**config.mk**
```make
export PLATFORM = sky130hd
export DESIGN_NAME = conv_acc_ctrl_flat
export DESIGN_NICKNAME = d
export VERILOG_FILES = /design/src/rtl/conv_pkg.sv /design/src/rtl/conv_acc_ctrl_if.sv /design/src/rtl/conv_acc_ctrl.sv /design/src/flat_wrapper.sv
export SDC_FILE = /design/constraint.sdc
export NUM_CORES = 1
export LEC_CHECK = 0
export ABC_AREA = 0
export BUFFER_PORTS_ARGS = -buffer_cell sky130_fd_sc_hd__buf_2
export CORE_MARGIN = 2
export CORE_UTILIZATION = 51
export DETAILED_ROUTE_END_ITERATION = 8
export PLACE_DENSITY = 0.85
export SETUP_SLACK_MARGIN = 0.4
export SYNTH_ARGS = -nofsm -noshare
export SYNTH_HDL_FRONTEND = slang
export SYNTH_SLANG_ARGS = --single-unit
```
**constraint.sdc**
```tcl
create_clock -name clk -period 4.6 [get_ports clk]
set_input_delay 0 -clock clk [delete_from_list [all_inputs] [get_ports clk]]
set_output_delay 0 -clock clk [all_outputs]
set_load 0.02 [all_outputs]
```
**src/rtl/conv_pkg.sv**
```systemverilog
// Shared widths and FSM state encodings for the convolution accumulation controller.
package conv_pkg;

    localparam int LEN_IN  = 8;
    localparam int LEN_OUT = 25;
    localparam int CH_W    = 8;

    typedef logic [1:0] state_t;

    localparam state_t IDLE  = 2'd0;
    localparam state_t FETCH = 2'd1;
    localparam state_t ACC   = 2'd2;
    localparam state_t DONE  = 2'd3;

endpackage

```
**src/rtl/conv_acc_ctrl_if.sv**
```systemverilog
// Job, window-fetch/MAC and result handshake signals of conv_acc_ctrl.
interface conv_acc_ctrl_if #(
    parameter int LEN_OUT = conv_pkg::LEN_OUT,
    parameter int CH_W    = conv_pkg::CH_W
);

    logic                start;
    logic [CH_W-1:0]     num_ch;
    logic                busy;
    logic                fetch_req;
    logic [CH_W-1:0]     fetch_ch;
    logic                fetch_ack;
    logic [LEN_OUT-1:0]  mac_result;
    logic [LEN_OUT-1:0]  last_result;
    logic                res_valid;
    logic                res_ready;
    logic [LEN_OUT-1:0]  res_data;

    modport master (
        output start, num_ch, fetch_ack, mac_result, res_ready,
        input  busy, fetch_req, fetch_ch, last_result, res_valid, res_data
    );

    modport slave (
        input  start, num_ch, fetch_ack, mac_result, res_ready,
        output busy, fetch_req, fetch_ch, last_result, res_valid, res_data
    );

endinterface

```
**src/rtl/conv_acc_ctrl.sv**
```systemverilog
// Sequences per-channel window fetches and accumulates the external 4x4 MAC sum.
// Optional CONV_RELU_EN clamps negative final results to zero on res_data.
module conv_acc_ctrl #(
    parameter int LEN_OUT = conv_pkg::LEN_OUT,
    parameter int CH_W    = conv_pkg::CH_W
) (
    input  logic           clk,
    input  logic           rst_n,
    conv_acc_ctrl_if.slave bus
);
    import conv_pkg::*;

    state_t             state;
    logic [CH_W-1:0]    ch;
    logic [CH_W-1:0]    num_ch_lat;
    logic [LEN_OUT-1:0] acc;
    logic               last_ch;

    // Comparing against num_ch-1 keeps ch from ever wrapping, even for the largest count.
    assign last_ch = (ch == num_ch_lat - CH_W'(1));

    always_ff @(posedge clk or negedge rst_n) begin
        if (!rst_n) begin
            state      <= IDLE;
            ch         <= '0;
            acc        <= '0;
            num_ch_lat <= '0;
        end else begin
            case (state)
                IDLE: begin
                    if (bus.start) begin
                        ch <= '0;
                        if (bus.num_ch != '0) begin
                            num_ch_lat <= bus.num_ch;
                            state      <= FETCH;
                        end else begin
                            acc   <= '0;
                            state <= DONE;
                        end
                    end
                end
                FETCH: begin
                    if (bus.fetch_ack) begin
                        state <= ACC;
                    end
                end
                ACC: begin
                    acc <= bus.mac_result;
                    if (last_ch) begin
                        state <= DONE;
                    end else begin
                        ch    <= ch + CH_W'(1);
                        state <= FETCH;
                    end
                end
                DONE: begin
                    if (bus.res_ready) begin
                        ch    <= '0;
                        state <= IDLE;
                    end
                end
                default: state <= IDLE;
            endcase
        end
    end

    assign bus.busy        = (state != IDLE);
    assign bus.fetch_req   = (state == FETCH);
    assign bus.fetch_ch    = ch;
    assign bus.last_result = (ch == '0) ? '0 : acc;
    assign bus.res_valid   = (state == DONE);

`ifdef CONV_RELU_EN
    assign bus.res_data = acc[LEN_OUT-1] ? '0 : acc;
`else
    assign bus.res_data = acc;
`endif

endmodule

```
**src/flat_wrapper.sv**
```systemverilog
// flat-port wrapper written by rule: the top's interface ports become plain ports
module conv_acc_ctrl_flat import conv_pkg::*;
#(
    parameter int LEN_OUT = conv_pkg::LEN_OUT,
    parameter int CH_W    = conv_pkg::CH_W
)
  (clk, rst_n, bus_start, bus_num_ch, bus_fetch_ack, bus_mac_result, bus_res_ready, bus_busy, bus_fetch_req, bus_fetch_ch, bus_last_result, bus_res_valid, bus_res_data);
  conv_acc_ctrl_if #(.LEN_OUT(LEN_OUT), .CH_W(CH_W)) bus_i ();
  input  logic clk;
  input  logic rst_n;
  input wire logic [$bits(bus_i.start)-1:0] bus_start;
  input wire logic [$bits(bus_i.num_ch)-1:0] bus_num_ch;
  input wire logic [$bits(bus_i.fetch_ack)-1:0] bus_fetch_ack;
  input wire logic [$bits(bus_i.mac_result)-1:0] bus_mac_result;
  input wire logic [$bits(bus_i.res_ready)-1:0] bus_res_ready;
  output wire logic [$bits(bus_i.busy)-1:0] bus_busy;
  output wire logic [$bits(bus_i.fetch_req)-1:0] bus_fetch_req;
  output wire logic [$bits(bus_i.fetch_ch)-1:0] bus_fetch_ch;
  output wire logic [$bits(bus_i.last_result)-1:0] bus_last_result;
  output wire logic [$bits(bus_i.res_valid)-1:0] bus_res_valid;
  output wire logic [$bits(bus_i.res_data)-1:0] bus_res_data;
  assign bus_i.start = bus_start;
  assign bus_i.num_ch = bus_num_ch;
  assign bus_i.fetch_ack = bus_fetch_ack;
  assign bus_i.mac_result = bus_mac_result;
  assign bus_i.res_ready = bus_res_ready;
  assign bus_busy = bus_i.busy;
  assign bus_fetch_req = bus_i.fetch_req;
  assign bus_fetch_ch = bus_i.fetch_ch;
  assign bus_last_result = bus_i.last_result;
  assign bus_res_valid = bus_i.res_valid;
  assign bus_res_data = bus_i.res_data;
  conv_acc_ctrl #(.LEN_OUT(LEN_OUT), .CH_W(CH_W)) u_core (.clk(clk), .rst_n(rst_n), .bus(bus_i));
endmodule
```
======== Word-level counts from Yosys, hierarchy flattened ========
Index checks and enable logic that the tools add are counted.
storage, ports and cells
  bits in registers ....................... 43
  latch bits .............................. 0
  memory bits (writable) .................. 0
  ROM bits ................................ 0
  input bits .............................. 38
  output and inout bits ................... 61
  word-level logic and storage cells ...... 39
  memories ................................ 0
cells by class
  add/sub/neg operators ................... 2
  multiply operators ...................... 0
  div/mod/pow operators ................... 0
  magnitude comparators ................... 0
  equality and inequality tests ........... 9
  shifts and indexed selects .............. 0
  muxes and demuxes ....................... 14
  bitwise logic cells ..................... 0
  reduce and logical (&&, ||, !) cells .... 10
operator list
  operator               number
  $mux W25               3
  $pmux W25 S2           1
  $mux W8                3
  $pmux W8 S3            1
  $mux W2                5
  $ne A2 B2 Y1 const B   5
  $reduce_and A3 Y1      3
  $add A8 B1 Y8 const B  1
  $eq A8 B8 Y1           1
  $logic_not A8 Y1       1
  $pmux W2 S4            1
  $reduce_bool A8 Y1     1
  $sub A8 B1 Y8 const B  1
  $eq A2 B2 Y1 const B   2
  $reduce_and A4 Y1      1
  $reduce_bool A2 Y1     2
  $reduce_bool A3 Y1     1
  $eq A2 B1 Y1 const B   1
  $logic_not A2 Y1       1

======== Logic depth before layout (Yosys ltp) ========
Gate-level depths: netlist of run 1.
  word-level depth ........................ 4
  mapped depth ............................ 9

======== Least setup slack after synthesis of run 1 ========
OpenSTA, ideal clock, no wires.
  kind .................................... reg2reg
  from .................................... register u_core.num_ch_lat[0]
  to ...................................... register u_core.ch[6] (netlist: u_core.bus.fetch_ch[6])
  setup time .............................. 0.079 ns
  data arrival time ....................... 1.908 ns
  data required time ...................... 4.521 ns
  slack ................................... 2.613 ns
  cell stages (with the launch flop) ...... 10
  buffers on the path ..................... 1
  cell sequence ........................... dfrtp_1 > inv_1 > ha_1 > xnor2_1 > and4b_1 > a41oi_1 > a211oi_2 > buf_6 > or3_1 > a21oi_1
between the ends
  longest elaborated chain between the ends .. 4
ends and longest elaborated chain
  what                                RTL line             source
  from (decl)                         conv_acc_ctrl.sv:15  logic [CH_W-1:0] num_ch_lat;
  from (signal assigned)              conv_acc_ctrl.sv:34  num_ch_lat <= bus.num_ch;
  $sub A8 B1 Y8                       conv_acc_ctrl.sv:20  assign last_ch = (ch == num_ch_lat - CH_W'(1));
  $eq A8 B8 Y1                        conv_acc_ctrl.sv:20
  $ne A2 B2 Y1 (no source line)       n/a
  $reduce_and A4 Y1 (no source line)  n/a
  to (signal assigned)                conv_acc_ctrl.sv:52  ch <= ch + CH_W'(1);
  to (decl)                           conv_acc_ctrl.sv:14  logic [CH_W-1:0] ch;
Every way passes these cells.
A chain may end at the register's enable or synchronous reset.

======== Worst setup path after layout of run 1 ========
  from .................................... register u_core.num_ch_lat[0]
  to ...................................... register u_core.ch[2] (netlist: u_core.bus.fetch_ch[2])
Same word-level chain as after synthesis.

==> results_dict.tcl, run 1 <==
set metrics [dict create \
    status "finished with violations" \
    violations "negative hold slack" \
    synth_fp_nets 257 \
    synth-seq-area-share_pct 46.71 \
    synth_cell_types 46 \
    p_leak_nw 1.650 \
    synth-async-reset-ratio_pct 100.0 \
    die-area_sq_um 5070 \
    setup_viol 0 \
    syn_avg_cell_area_sq_um 10.66 \
    hold_ws_ps -3.084 \
    multi_input_area_sq_um 1117 \
    path_max_fanout 13 \
    slowest_delay_ps 730 \
    slew_viol_final 0 \
    clk_path_buf_depth 2 \
    cp_top_family "compound AO/OA/AOI/OAI gates" \
    design_area_sq_um 3236 \
    netlist_area_sq_um 2303 \
    syn_to_final_growth_pct 40.47 \
    start_kind "flop" \
    crit_path_end_kind "flop" \
    grt_pass1_vias 2277 \
    grt_antenna_before_repair 0 \
    ioPinCount 99 \
    rsz0062_at_grt "false" \
    cp.arrival_ps 2620 \
    synth_warnings 0 \
    numPortBuffers 98 \
    cpMaxStageDelayCell "a211oi_2" \
    vias_per_cell 5.687 \
    powerDensity_nw_per_um2 621.9 \
    tns_ps 0 \
    cts-root-buf "clkbuf_8" \
    cp.depth 8 \
    grt_overflow 0 \
    dp_hpwl_microns 4129 \
    ys_ff_latch 43 \
    via_count 2252 \
    antenna_left 0 \
    num-nets-final 385 \
    reg2reg_depth 8 \
    critical_path_class "reg2reg" \
    vdd_drop_max_v 0.0003841 \
    routabilityCongestion 0.8591 \
    initial_utilization_pct 52.90 \
    die_h_microns 71.21 \
    cts_tree "done" \
    drtIter0Drc 184 \
    n_fill_cell 275 \
    fp-row-count 24 \
    routed_wirelength_microns 6972 \
    hold_path_class "in2reg" \
    n_antenna_cell 0 \
    clock-sinks 43 \
    holdPathStages 3 \
    dr.pass1.iters 7 \
    wl_per_cell_microns 17.61 \
    grt_max_degree 44 \
    track_usage_pct 28.56 \
    worstPathCellList "inv_1 > ha_1 > xnor2_1 > and4b_1 > a41oi_1 > a211oi_2 > or4bb_1 > o211ai_2" \
    drive_gt1_share_pct 35.76 \
    cp.required_ps 4780 \
    h-tree-depth 2 \
    relSlewSlack_pct 38.40 \
    synth_flop_cell "dfrtp_1" \
    core_sq_um 4354 \
    cts_resized 0 \
    cts_made_buffers 5 \
    register_area_sq_um 1076 \
    synth_edf_count 0 \
    fin_crit_sh_pct 53.07 \
    grt_pass1_wl_microns 11230 \
    place_area_sq_um 2779 \
    drv_cap 0 \
    finalClockSkew_ps 8.547 \
    syn_inst 216 \
    max_freq_mhz 409.6 \
    finalCriticalPeriod_ps 2441 \
    drc 0 \
    hold_violations 1 \
    worst_pin_slew_ps 924.0 \
    die_w_microns 71.21 \
    clkLatencyLatePin_ps 290 \
    path_buf_inv 1 \
    clkTransAtPathRegs_ps 90 \
]
## path summary, 6_finish.rpt
kind,start,to,slack (ps)
worst max-delay path,u_core.num_ch_lat[0],u_core.bus.fetch_ch[2],2160
worst min-delay path,bus_fetch_ack,u_core.state[1],-3
worst max register to register,u_core.num_ch_lat[0],u_core.bus.fetch_ch[2],2160
worst min register to register,u_core.bus.res_data[11],u_core.bus.res_data[11],520
max in group asynchronous,rst_n,u_core.bus.res_data[8],3640
min in group asynchronous,rst_n,u_core.bus.fetch_ch[3],380
## Yosys cell counts, types with 2 or more instances
cell | n | share of area, %
a21oi_1 | 9 | 2.0
a22o_1 | 25 | 9.5
and2_1 | 26 | 7.1
and2b_2 | 2 | 0.76
and4b_1 | 2 | 0.87
buf_2 | 3 | 0.65
buf_6 | 5 | 2.4
clkbuf_1 | 4 | 0.65
dfrtp_1 | 43 | 47
ha_1 | 3 | 1.6
inv_1 | 6 | 0.98
mux2_2 | 6 | 2.9
mux2i_1 | 2 | 0.87
nand2_1 | 9 | 1.5
nand2b_1 | 3 | 0.81
nand3_1 | 2 | 0.43
nand4_1 | 3 | 0.81
nor2_1 | 8 | 1.3
nor2b_1 | 2 | 0.54
nor3_1 | 6 | 1.3
o211ai_2 | 2 | 1.1
o21a_1 | 2 | 0.65
o21ai_0 | 8 | 1.7
o21ai_1 | 2 | 0.43
or3_1 | 5 | 1.4
or4_1 | 2 | 0.65
xnor2_1 | 5 | 1.9
xor2_1 | 3 | 1.1
## sequential cells by signal (all words and copies together) (netlist names)
register,count
u_core.bus.res_data,25
u_core.bus.fetch_ch,8
u_core.num_ch_lat,8
u_core.state,2
## power breakdown
part           internal [mW]  switching, mW
combinational          0.419          0.583
sequential             0.531          0.188
clock                  0.159          0.133
total                   1.11          0.903
## timing repair
item	4_1_cts	5_1_grt
setup buffers	0	0
hold buffers	35	0
hold endpoints to repair	77	0
## layer usage
layer	vias up	part of all wire, %	track usage (%)
met3	20	7.5	7.692
met1	1074	41	35.97
met2	126	49	47.94
met5	-	0	0
met4	0	2.5	9.224
li1	1032	-	-
## cell usage in the layout, fill, tap and decap left out, types with 3 or more instances in the layout
cell           count
nand2b_1           3
dlygate4sd3_1     35
xor2_1             3
nand4_1            3
xnor2_1            5
nor2_1             8
o21ai_0            8
clkbuf_8           5
nand2_1            9
dfrtp_1           43
mux2_2             6
or3_1              5
and2_1            26
a21oi_1            9
inv_1              6
buf_2             98
a22o_1            25
nor3_1             6
ha_1               3
## worst register-to-register path, stage by stage (launching register included)
cell and delay [ps]:
dfrtp_1 470, inv_1 90, ha_1 290, xnor2_1 180, and4b_1 200, a41oi_1 50, a211oi_2 730, or4bb_1 250
o211ai_2 80
## metrics by stage
| step | worst slack, ps | utilization [%] | cells | power, mW |
|---|---|---|---|---|
| 6_report | 2159 | 74.31 | 396 | 2.012 |
| 5_1_grt | 1828 | 74.31 | 396 | 2.122 |
| 4_1_cts | 2137 | 74.31 | 396 | 1.973 |
| 3_5_place_dp | 2222 | 63.82 | 354 | 1.662 |
| 3_3_place_gp | 2354 | 63.82 | 354 | 1.628 |
| 2_1_floorplan | 2613 | - | 216 | 1.379 |
## area by class of cell
type                    instances  share of cell area (%)
repair buffers                134                   26.22
inverters                       6                  0.6961
flip-flops and latches         43                   33.26
multi-input cells             154                   34.53
well taps                      52                   2.011
clock inverters                 2                   1.160
clock buffers                   5                   2.127
## kinds of logic after synthesis
family	synth area share (%)
and+or+nand+nor	22.49
adders and majority gates	1.630
muxes	3.802
xor gates and xnor gates	3.042
DFF	46.71
AOI/OAI and AO/OA	17.44
buffers and inverters	4.888
(Power assumes the default switching activity.)
==> run 2: changes to the inputs <==
- ABC_AREA: 0 -> 1
- CORE_UTILIZATION: 51 -> 44
- PLACE_DENSITY: 0.85 -> 0.77
- clock period: 4.6 -> 2.2 ns (I/O delays scaled with it)
==> results_dict.tcl, run 2 <==
set metrics [dict create \
    cp.required_ps 2200 \
    hold_violations 0 \
    vdd_drop_max_v 0.0008064 \
    p_total_mw 5.089 \
    grt_antenna_before_repair 0 \
    synth_edf_count 0 \
    max_freq_mhz 548.8 \
    track_usage_pct 23.66 \
    die_h_microns 78.03 \
    initial_utilization_pct 46.32 \
    yosys.area.top_type "dfrtp_1" \
    yosysTopAreaCellShare_pct 44.63 \
    clk_path_buf_depth 2 \
    multi_input_area_sq_um 1194 \
    register_area_sq_um 1080 \
    rsz0062_at_grt "true" \
    dr.pass1.iters 5 \
    n_fill_cell 390 \
    grt_pass1_wl_microns 11560 \
    finalCriticalPeriod_ps 1822 \
    drv_cap 0 \
    final_common_cell "buf_2" \
    via_count 2765 \
    clkTransAtPathRegs_ps 80 \
    largest_reg_flops 25 \
    vias_per_cell 5.168 \
    finalClockSkew_ps 9.133 \
    numPortBuffers 98 \
    setup_viol 0 \
    grt_overflow 0 \
    crit_path_end_kind "primary output" \
    powerDensity_nw_per_um2 1369 \
    synthTopCellsByArea "dfrtp_1 (45%), nand2_1 (8.6%), inv_1 (8.4%)" \
    die-area_sq_um 6088 \
    clock-sinks 43 \
    synth-async-reset-ratio_pct 100.0 \
    layout_common_cells "buf_2 (86), nand2_1 (51), inv_1 (49)" \
    routabilityCongestion 0.8480 \
    n_antenna_cell 0 \
    fin_crit_sh_pct 82.83 \
    final_core_util_pct 71.42 \
    synth_fp_nets 366 \
    synth_cell_types 25 \
    setup_ws_ps 377.8 \
    num-nets-final 505 \
    clkLatencyLatePin_ps 290 \
    synth-seq-area-share_pct 44.63 \
    relSlewSlack_pct 38.24 \
    worst_pin_slew_ps 926.4 \
    cp.arrival_ps 1820 \
    path_max_fanout 12 \
    syn_avg_cell_area_sq_um 7.419 \
    ys_ff_latch 43 \
    hold_path_class "in2reg" \
    cts-root-buf "clkbuf_8" \
    synth_flop_cell "dfrtp_1" \
    h-tree-depth 2 \
    status "finished clean" \
    critical_path_class "reg2out" \
    start_kind "flop" \
    yosys-top-cells-count "nand2_1 (55), inv_1 (54), nor2_1 (48)" \
    p_leak_nw 1.963 \
    slew_viol_final 0 \
    routed_wirelength_microns 8241 \
    cts_made_buffers 5 \
    ioPinCount 99 \
    drtIter0Drc 153 \
    wl_per_cell_microns 15.40 \
    antenna_left 0 \
    fp-row-count 26 \
    core_sq_um 5205 \
    synth_warnings 0 \
    syn_to_final_growth_pct 54.18 \
    dp_hpwl_microns 4582 \
    tns_ps 0 \
    netlist_area_sq_um 2411 \
    syn_inst 325 \
    grt_max_degree 44 \
    cts_tree "done" \
    die_w_microns 78.03 \
    grt_pass1_vias 2567 \
    drc 0 \
    dpl_worst_slack_ps 408.4 \
    drive_gt1_share_pct 33.33 \
    yosysMostFrequentCell "nand2_1" \
]
## run 2: cells by family (layout without fill, tap and decap cells)
kind of cell    after synthesis  count (layout)  share of synthesized area, %
compound gates               40              40                         8.459
xor+xnor                     10              10                         3.633
fa+ha+maj                     3               3                         1.557
buf+inv                      68             207                         11.00
flops                        43              43                         44.63
simple gates                161             162                         30.72
## run 2: worst paths after layout
path | from | endpoint | slack, ps | depth (start not counted)
setup / recovery | u_core.bus.fetch_ch[1] | bus_last_result[17] | 380 | 8
hold / removal | bus_num_ch[0] | u_core.num_ch_lat[0] | 10 | 3
setup reg to reg | u_core.num_ch_lat[0] | u_core.bus.fetch_ch[7] | 440 | 12
hold reg to reg | u_core.num_ch_lat[7] | u_core.num_ch_lat[7] | 520 | 2
max in group asynchronous | rst_n | u_core.bus.fetch_ch[0] | 1180 | 2
min in group asynchronous | rst_n | u_core.num_ch_lat[2] | 380 | 2
## run 2: per-layer routing
layer  vias up  routed length (microns)  global-route usage, %
li1       1300                        -                      -
met1      1260                     3113                  29.92
met2       170                     3993                  39.40
met3        35                      858                  5.862
met4         0                      276                  8.772
met5         -                        0                      0
## run 2: cell type report
type	count	area share, %
Tap cell	70	2.356
Sequential cell	43	29.05
Timing Repair Buffer	143	27.20
Multi-Input combinational cell	215	32.11
Clock inverter	2	1.616
Inverter	56	5.722
Clock buffer	6	1.952
## run 2: report_power, final
group	switching [mW]	leakage, nW	total (mW)	internal, mW
clock	0.269	0.0654	0.722	0.454
combinational	1.90	1.36	2.95	1.05
sequential	0.301	0.542	1.42	1.11
total	2.47	1.96	5.09	2.62
## run 2: what timing repair did
action	4_1_cts	5_1_grt
endpoints found under the setup margin	30	35
gates resized for setup	4	65
cloned	1	2
pin swaps	0	15
buffers inserted	0	6
hold buffers	33	0
hold endpoints to repair	75	0
## run 2: worst max-delay path, stage by stage, from the launching register on
cell and delay [ps]:
dfrtp_2 450, inv_2 90, ha_4 140, nand3_4 80, nor4_4 220, buf_6 180, buf_12 140, nor2_1 60
buf_2 160
## run 2: metrics by stage
step	std cells	instance area [sq um]	hold slack, ps
6_report	535	3717	14.40
5_1_grt	535	3717	19.66
4_1_cts	527	3458	5.608
3_5_place_dp	485	2974	204.6
3_3_place_gp	485	2974	193.6
2_1_floorplan	325	2411	-295.6
==> run 3: changes to the inputs <==
- CORE_UTILIZATION: 44 -> 48
- PLACE_DENSITY: 0.77 -> 0.8
- clock period: 2.2 -> 1.83 ns (I/O delays scaled with it)
==> results_dict.tcl, run 3 (same netlist as run 2, synthesis figures left out) <==
set metrics [dict create \
    cp.arrival_ps 1930 \
    routed_wirelength_microns 11110 \
    syn_to_final_growth_pct 72.08 \
    setup_ws_ps -104.7 \
    place_area_sq_um 3080 \
    final_cells 547 \
    vdd_drop_max_v 0.001353 \
    worst_pin_slew_ps 756.5 \
    clk_path_buf_depth 2 \
    final_common_cell "buf_2" \
    h-tree-depth 2 \
    cts-root-buf "clkbuf_8" \
    core_sq_um 4786 \
    num-nets-final 521 \
    largest_reg_flops 25 \
    finalCriticalPeriod_ps 1935 \
    track_usage_pct 34.52 \
    vias_per_cell 5.795 \
    setup_viol 25 \
    cts_made_buffers 5 \
    ioPinCount 99 \
    clock-sinks 43 \
    dp.cells 486 \
    clkLatencyLatePin_ps 310 \
    n_antenna_cell 0 \
    numPortBuffers 98 \
    design_area_sq_um 4149 \
    crit_path_end_kind "primary output" \
    critical_path_class "reg2out" \
    n_fill_cell 201 \
    drtIter0Drc 399 \
    die-area_sq_um 5606 \
    via_count 3170 \
    status "finished with violations" \
    die_w_microns 74.88 \
    start_kind "flop" \
    die_h_microns 74.88 \
    dp_hpwl_microns 4788 \
    slew_viol_final 0 \
    p_total_mw 7.103 \
    finalClockSkew_ps 10.01 \
    routabilityCongestion 0.9327 \
    rsz0062_at_grt "true" \
    initial_utilization_pct 50.38 \
    max_freq_mhz 516.9 \
    hold_ws_ps -14.91 \
    grt_antenna_before_repair 0 \
    powerDensity_nw_per_um2 1712 \
    drc 0 \
    antenna_left 0 \
    wl_per_cell_microns 20.32 \
    dpl_worst_slack_ps 119.2 \
    fp-row-count 25 \
    fin_crit_sh_pct 105.7 \
    dr.pass1.iters 6 \
    hold_path_class "in2reg" \
    p_leak_nw 2.074 \
    grt_pass1_wl_microns 14370 \
    hold_violations 1 \
    grt_max_degree 33 \
    drive_gt1_share_pct 41.04 \
    grt_pass1_vias 3007 \
    violations "negative hold slack, negative setup slack" \
    cp.required_ps 1830 \
    drv_cap 0 \
    grt_overflow 0 \
    cts_tree "done" \
    relSlewSlack_pct 49.57 \
    path_max_fanout 6 \
    clkTransAtPathRegs_ps 80 \
    layout_common_cells "buf_2 (73), nand2_1 (50), inv_1 (47)" \
]
run 3: cell types whose count changed in the layout (fill, tap and decap cells not counted), moves of 5 or more:
cell    delta
nor2_4    +23
buf_2     -13
buf_4      +6
nor2_1    -18
nor2_2     -5
buf_6     +19
run 3: through the flow:
| step | hold slack, ps | util (%) | setup TNS [ps] |
|---|---|---|---|
| 2_1_floorplan | -295.6 | - | 0 |
| 3_3_place_gp | 88.82 | 64.37 | 0 |
| 3_5_place_dp | 115.8 | 64.37 | 0 |
| 4_1_cts | 2.525 | 80.42 | 0 |
| 5_1_grt | 11.08 | 86.69 | -2307 |
| 6_report | -14.91 | 86.69 | -1186 |
run 3: metal layers:
metal  GRT usage, %  wire length, microns  vias up  share of wire [%]
li1               -                     -     1328                  -
met1          41.11                  3944     1481                 35
met2          58.38                  5337      288                 48
met3          8.032                  1224       73                 11
met4          17.46                   607        0                5.5
met5              0                     0        -                  0
run 3: area by class of cell:
type	count	area [sq um]	area share (%)
clock buffer	5	68.82	1.659
clock inverter	2	37.54	0.9047
inverter	56	211.5	5.097
multi-input combinational	215	1371	33.05
sequential	43	1084	26.12
tap	67	83.83	2.021
timing repair buffer	159	1292	31.15
run 3: where the power goes:
| group | switching, mW | internal [mW] | leakage [nW] |
|---|---|---|---|
| clock | 0.355 | 0.399 | 0.0502 |
| sequential | 0.383 | 1.34 | 0.538 |
| combinational | 2.92 | 1.70 | 1.49 |
| total | 3.66 | 3.45 | 2.07 |
run 3: repair_timing:
item	4_1_cts	5_1_grt
buffers inserted	12	5
gates cloned	3	1
pin swaps	7	10
resized for setup	55	66
endpoints found under the hold margin	62	0
endpoints found under the setup margin	68	68
hold buffers	33	0
run 3: worst paths after layout:
path,from,to,slack [ps],cells after the start
setup / recovery,u_core.bus.fetch_ch[1],bus_last_result[23],-100,9
hold / removal,bus_num_ch[2],u_core.num_ch_lat[2],-10,3
setup reg to reg,u_core.num_ch_lat[1],u_core.bus.fetch_ch[5],20,13
hold reg to reg,u_core.state[0],u_core.state[0],540,1
max in group asynchronous,rst_n,u_core.bus.res_data[13],910,3
min in group asynchronous,rst_n,u_core.num_ch_lat[1],290,2
run 3: critical path, cell delays in order (launching register included):
cell and delay (ps):
dfrtp_2 430, inv_2 90, ha_4 140, nand3_4 90, nor4_4 240, buf_6 210, buf_6 120, buf_12 130
nor2_2 50, buf_6 120
